==> src/rtl/pc_fetch_unit_if.sv <==
// pc_fetch_unit_if: branch/jump/hazard inputs and fetch-address outputs of the PC stage
interface pc_fetch_unit_if;
  logic        BranchTaken;
  logic [31:0] BranchTarget;
  logic        Jump;
  logic [31:0] JumpTarget;
  logic        Stall;
  logic        Halt;
  logic [31:0] PC;
  logic [31:0] PCPlus4;
  logic        InstrValid;
  logic        Flush;
  logic        Halted;
  logic        MisalignErr;
  modport master (
    output BranchTaken, BranchTarget, Jump, JumpTarget, Stall, Halt,
    input  PC, PCPlus4, InstrValid, Flush, Halted, MisalignErr
  );
  modport slave (
    input  BranchTaken, BranchTarget, Jump, JumpTarget, Stall, Halt,
    output PC, PCPlus4, InstrValid, Flush, Halted, MisalignErr
  );
endinterface

==> src/rtl/pc_fetch_unit.sv <==
// pc_fetch_unit: program counter with redirect, stall, halt and fixed-length flush window
module pc_fetch_unit #(
  parameter logic [31:0] RESET_PC     = 32'h0000_0000,
  parameter int unsigned FLUSH_CYCLES = 2
) (
  input logic            clk,
  input logic            reset,
  pc_fetch_unit_if.slave bus
);
  localparam logic [1:0] START  = 2'd0;
  localparam logic [1:0] RUN    = 2'd1;
  localparam logic [1:0] FLUSH  = 2'd2;
  localparam logic [1:0] HALTED = 2'd3;
  localparam logic [2:0] FLUSH_LOAD = 3'(FLUSH_CYCLES);
  logic [1:0]  state_q, state_d;
  logic [31:0] pc_q, pc_d;
  logic [2:0]  cnt_q, cnt_d;
  logic        valid_q, valid_d, flush_q, flush_d, halted_q, halted_d, err_q, err_d;
  logic        active, redirect;
  logic [31:0] target, pc_inc;
  assign active   = (state_q == RUN) || (state_q == FLUSH);
  assign redirect = active && (bus.BranchTaken || bus.Jump);
  assign target   = bus.BranchTaken ? bus.BranchTarget : bus.JumpTarget;
  assign pc_inc   = pc_q + 32'd4;
  always_comb begin
    state_d  = state_q;
    pc_d     = pc_q;
    cnt_d    = cnt_q;
    valid_d  = valid_q;
    flush_d  = flush_q;
    halted_d = halted_q;
    err_d    = err_q;
    if (state_q == START) begin
      state_d = RUN;
      valid_d = 1'b1;
    end else if (redirect) begin
      state_d = FLUSH;
      pc_d    = {target[31:2], 2'b00};
      cnt_d   = FLUSH_LOAD;
      flush_d = 1'b1;
      valid_d = 1'b0;
      err_d   = err_q | (target[1:0] != 2'b00);
    end else if (active && !bus.Stall) begin
      // A halt seen during FLUSH belongs to the wrong path, so only RUN honours it
      if (state_q == RUN && bus.Halt) begin
        state_d  = HALTED;
        valid_d  = 1'b0;
        halted_d = 1'b1;
      end else if (state_q == RUN) begin
        pc_d = pc_inc;
      end else begin
        pc_d    = pc_inc;
        cnt_d   = cnt_q - 3'd1;
        state_d = (cnt_q == 3'd1) ? RUN : FLUSH;
        flush_d = cnt_q != 3'd1;
        valid_d = cnt_q == 3'd1;
      end
    end
  end
  always_ff @(posedge clk) begin
    if (reset) begin
      state_q  <= START;
      pc_q     <= RESET_PC;
      cnt_q    <= 3'd0;
      valid_q  <= 1'b0;
      flush_q  <= 1'b0;
      halted_q <= 1'b0;
      err_q    <= 1'b0;
    end else begin
      state_q  <= state_d;
      pc_q     <= pc_d;
      cnt_q    <= cnt_d;
      valid_q  <= valid_d;
      flush_q  <= flush_d;
      halted_q <= halted_d;
      err_q    <= err_d;
    end
  end
  assign bus.PC          = pc_q;
  assign bus.PCPlus4     = pc_inc;
  assign bus.InstrValid  = valid_q;
  assign bus.Flush       = flush_q;
  assign bus.Halted      = halted_q;
  assign bus.MisalignErr = err_q;
endmodule

==> src/flat_wrapper.sv <==
// flat-port wrapper written by rule: the top's interface ports become plain ports
module pc_fetch_unit_flat 
#(
  parameter logic [31:0] RESET_PC     = 32'h0000_0000,
  parameter int unsigned FLUSH_CYCLES = 2
)
  (clk, reset, bus_BranchTaken, bus_BranchTarget, bus_Jump, bus_JumpTarget, bus_Stall, bus_Halt, bus_PC, bus_PCPlus4, bus_InstrValid, bus_Flush, bus_Halted, bus_MisalignErr);
  pc_fetch_unit_if bus_i ();
  input logic clk;
  input logic reset;
  input wire logic [$bits(bus_i.BranchTaken)-1:0] bus_BranchTaken;
  input wire logic [$bits(bus_i.BranchTarget)-1:0] bus_BranchTarget;
  input wire logic [$bits(bus_i.Jump)-1:0] bus_Jump;
  input wire logic [$bits(bus_i.JumpTarget)-1:0] bus_JumpTarget;
  input wire logic [$bits(bus_i.Stall)-1:0] bus_Stall;
  input wire logic [$bits(bus_i.Halt)-1:0] bus_Halt;
  output wire logic [$bits(bus_i.PC)-1:0] bus_PC;
  output wire logic [$bits(bus_i.PCPlus4)-1:0] bus_PCPlus4;
  output wire logic [$bits(bus_i.InstrValid)-1:0] bus_InstrValid;
  output wire logic [$bits(bus_i.Flush)-1:0] bus_Flush;
  output wire logic [$bits(bus_i.Halted)-1:0] bus_Halted;
  output wire logic [$bits(bus_i.MisalignErr)-1:0] bus_MisalignErr;
  assign bus_i.BranchTaken = bus_BranchTaken;
  assign bus_i.BranchTarget = bus_BranchTarget;
  assign bus_i.Jump = bus_Jump;
  assign bus_i.JumpTarget = bus_JumpTarget;
  assign bus_i.Stall = bus_Stall;
  assign bus_i.Halt = bus_Halt;
  assign bus_PC = bus_i.PC;
  assign bus_PCPlus4 = bus_i.PCPlus4;
  assign bus_InstrValid = bus_i.InstrValid;
  assign bus_Flush = bus_i.Flush;
  assign bus_Halted = bus_i.Halted;
  assign bus_MisalignErr = bus_i.MisalignErr;
  pc_fetch_unit #(.RESET_PC(RESET_PC), .FLUSH_CYCLES(FLUSH_CYCLES)) u_core (.clk(clk), .reset(reset), .bus(bus_i));
endmodule
==> config.mk <==
export PLATFORM = sky130hd
export DESIGN_NAME = pc_fetch_unit_flat
export DESIGN_NICKNAME = d
export VERILOG_FILES = /design/src/rtl/pc_fetch_unit_if.sv /design/src/rtl/pc_fetch_unit.sv /design/src/flat_wrapper.sv
export SDC_FILE = /design/constraint.sdc
export NUM_CORES = 1
export LEC_CHECK = 0
export ABC_AREA = 1
export BUFFER_PORTS_ARGS = -buffer_cell sky130_fd_sc_hd__buf_2
export CORE_MARGIN = 2
export CORE_UTILIZATION = 30
export CTS_BUF_LIST = sky130_fd_sc_hd__clkbuf_16
export DETAILED_ROUTE_END_ITERATION = 10
export SLEW_MARGIN = 25
export SYNTH_ARGS = -nofsm -noshare
export SYNTH_HDL_FRONTEND = slang
export SYNTH_SLANG_ARGS = --single-unit
==> constraint.sdc <==
create_clock -name clk -period 4.95 [get_ports clk]
set_clock_uncertainty 0.05 [all_clocks]
set_input_delay 1.485 -clock clk [delete_from_list [all_inputs] [get_ports clk]]
set_output_delay 1.485 -clock clk [all_outputs]
set_load 0.02 [all_outputs]
==> impl_metrics.tcl <==
set metrics [dict create \
    viasPerCell 4.67 \
    ys.flop_type "dfxtp_1" \
    cts_buffers 5 \
    period_share_pct 70.3 \
    grt_antenna_before_repair 0 \
    clkPwrFrac_pct 17.0 \
    power_density_nw_per_um2 457 \
    clk_pin_slew_ps 60 \
    yosys.area.top_type_share_pct 24.8 \
    drcViolationCount 0 \
    yosysWarnings 0 \
    fmax_mhz 288 \
    wl_per_cell_um 13.3 \
    gr-total-overflow 0 \
    clock-sinks 39 \
    grt_start_max_net_pins 61 \
    slew_violations 0 \
    fin_util_pct 39.2 \
    yosysMostFrequentCell "nand2_1" \
    grt_pass1_wl_um 17100 \
    cts_setup_buffers 0 \
    syn_to_final_growth_pct 28.0 \
    hold-worst-slack_ps 403 \
    synth_common_cells "188 x nand2_1, 53 x nor2_1, 44 x inv_1" \
    synth_top_cell_by_area "dfxtp_1" \
    p_leak_nw 2.04 \
    p_sw_w 0.000931 \
    clk_path_buf_depth 2 \
    ir_worst_vdd_v 0.000186 \
    worstPathRequired_ps 3410 \
    yosysSeqAreaShare_pct 24.8 \
    min_path_type "flop to flop" \
    power.internal_w 0.000912 \
    power_frac_comb_pct 53.0 \
    timing_worst_setup_path_type "flop to primary output" \
    worst_pin_slew_ps 970 \
    totalWireLength_um 10400 \
    synth.area.top_cells "dfxtp_1 25%, nand2_1 22%, nor2_1 6.3%" \
    async_flop_share_pct 0 \
    postSynthAreaPerCell_sq_um 5.97 \
    antenna_cells 0 \
    min_period_ps 3480 \
    p_sw_share_pct 50.5 \
    initial_utilization_pct 30.7 \
    start_kind "flop" \
    synth_seq_cells 39 \
    worstPathMaxFanout 4 \
    grt_use_total_pct 18.6 \
    htreeDepth 2 \
    multi_input_area_sq_um 2070 \
    fin_nets 722 \
    root_buffer "clkbuf_16" \
    detail-route-antenna-nets 0 \
    pin_count 138 \
    layout-drive-gt1-share_pct 28.2 \
    die_x_um 106 \
    dieArea_sq_um 11300 \
    grt_pass1_vias 3588 \
    die_height_um 106 \
    netlist_instances 528 \
    via_count 3665 \
    setup_tns_ps 0 \
    crit_arrival_ps 1940 \
    end_kind "primary output" \
    cap_violations 0 \
    core_sq_um 10300 \
    drtIter0Drc 227 \
    grt_setup_unrepaired "false" \
    placementRows 37 \
    final_hold_viol_count 0 \
    syn_area_sq_um 3150 \
    register_area_sq_um 781 \
    portBuffers 133 \
    gp_congestion 0.890 \
    clock_latency_ps 280 \
    slew_headroom_pct 35.1 \
    hold_buffers 0 \
    synth_edf_count 0 \
    fillers 1160 \
    cts_resized 0 \
    seqPwrFrac_pct 30.0 \
    status "finished clean" \
    netlist-cell-type-count 31 \
    finalSetupViolCount 0 \
    dpl.hpwl_um 8210 \
    firstDrtPassIters 4 \
    cts_tree "yes" \
]
## final timing paths
check | end | from | slack [ps] | depth (start not counted)
hold / removal | u_core.bus.Halted | u_core.bus.Halted | 400 | 2
hold reg to reg | u_core.bus.Halted | u_core.bus.Halted | 400 | 2
setup / recovery | bus_PCPlus4[14] | u_core.bus.PC[2] | 1470 | 7
setup reg to reg | u_core.bus.PC[18] | u_core.state_q[0] | 2120 | 9
## cells in the final DEF, fill, tap and decap left out
cell	netlist	routed
o21ai_0	33	33
o31ai_1	8	8
ha_1	5	5
inv_1	44	45
clkinvlp_4	0	1
nand2_2	3	4
nor2_4	10	10
conb_1	1	4
a211oi_1	2	2
inv_2	9	9
xor2_1	6	6
nand3b_1	3	3
o211ai_1	7	7
nand2_1	188	187
nor3_1	3	3
xor2_2	5	5
nand3_1	18	18
clkbuf_16	0	5
nor2_1	53	53
o21ai_1	2	2
buf_4	4	1
or2_2	7	7
buf_2	7	133
nor2_2	5	5
nand4_1	1	1
xnor2_1	4	4
a21oi_1	27	27
nand2_4	2	2
a31oi_1	9	9
and2_1	9	9
clkinv_2	0	1
dfxtp_1	39	39
## power by group through the flow
| stage | Clock, W | Combinational, W | Sequential [W] |
|---|---|---|---|
| global placement | 0 | 0.000964 | 0.000552 |
| floorplan | 0 | 0.000574 | 0.000632 |
| CTS | 0.000322 | 0.000981 | 0.000551 |
| detailed placement | 0 | 0.000979 | 0.000557 |
| finish | 0.000313 | 0.000976 | 0.000553 |
| global route | 0.000335 | 0.00108 | 0.000573 |
## flip-flops by register name (all words and copies together) (netlist names)
signal and cells:
u_core.bus.Flush 1, u_core.bus.Halted 1, u_core.bus.InstrValid 1, u_core.bus.MisalignErr 1
u_core.bus.PC 30, u_core.cnt_q 3, u_core.state_q 2
## logic make-up after synthesis
group / synth area share, %
AOI/OAI and AO/OA: 15.7
other: 0.119
DFF: 24.8
and+or+nand+nor: 42.0
buffers and inverters: 10.0
adders and majority gates: 1.99
xor gates and xnor gates: 5.36
## routing by layer
layer  share of wire, %  wire (um)  track usage (%)
met2                 45       4670             29.3
met1                 46       4800             25.4
met4                2.6        274             6.40
met3                6.7        703             3.31
met5                  0          0                0
## area by class of cell
| cell class | instances | area share, % |
|---|---|---|
| inverters | 53 | 4.93 |
| clock buffers | 5 | 3.10 |
| flip-flops and latches | 39 | 19.4 |
| repair buffers | 134 | 16.7 |
| multi-input cells | 414 | 51.3 |
| clock inverters | 3 | 0.403 |
| well taps | 136 | 4.22 |
## worst max-delay path, cell delays in order (launching register included)
cell and delay, ps:
dfxtp_1 390, ha_1 260, inv_2 60, nor2_2 200, nand2_4 120, nor2_4 140, xor2_1 270, buf_2 220
## stage by stage
stage	worst slack [ps]	power [W]	std cells	area, sq um
after floorplan	1870	0.00121	531	3160
after global placement	1330	0.00152	776	3890
after detailed placement	1260	0.00154	776	3890
after CTS	1500	0.00185	784	4030
after global routing	1320	0.00199	784	4030
final	1470	0.00184	784	4030
Power figures use the tool's default switching activity.
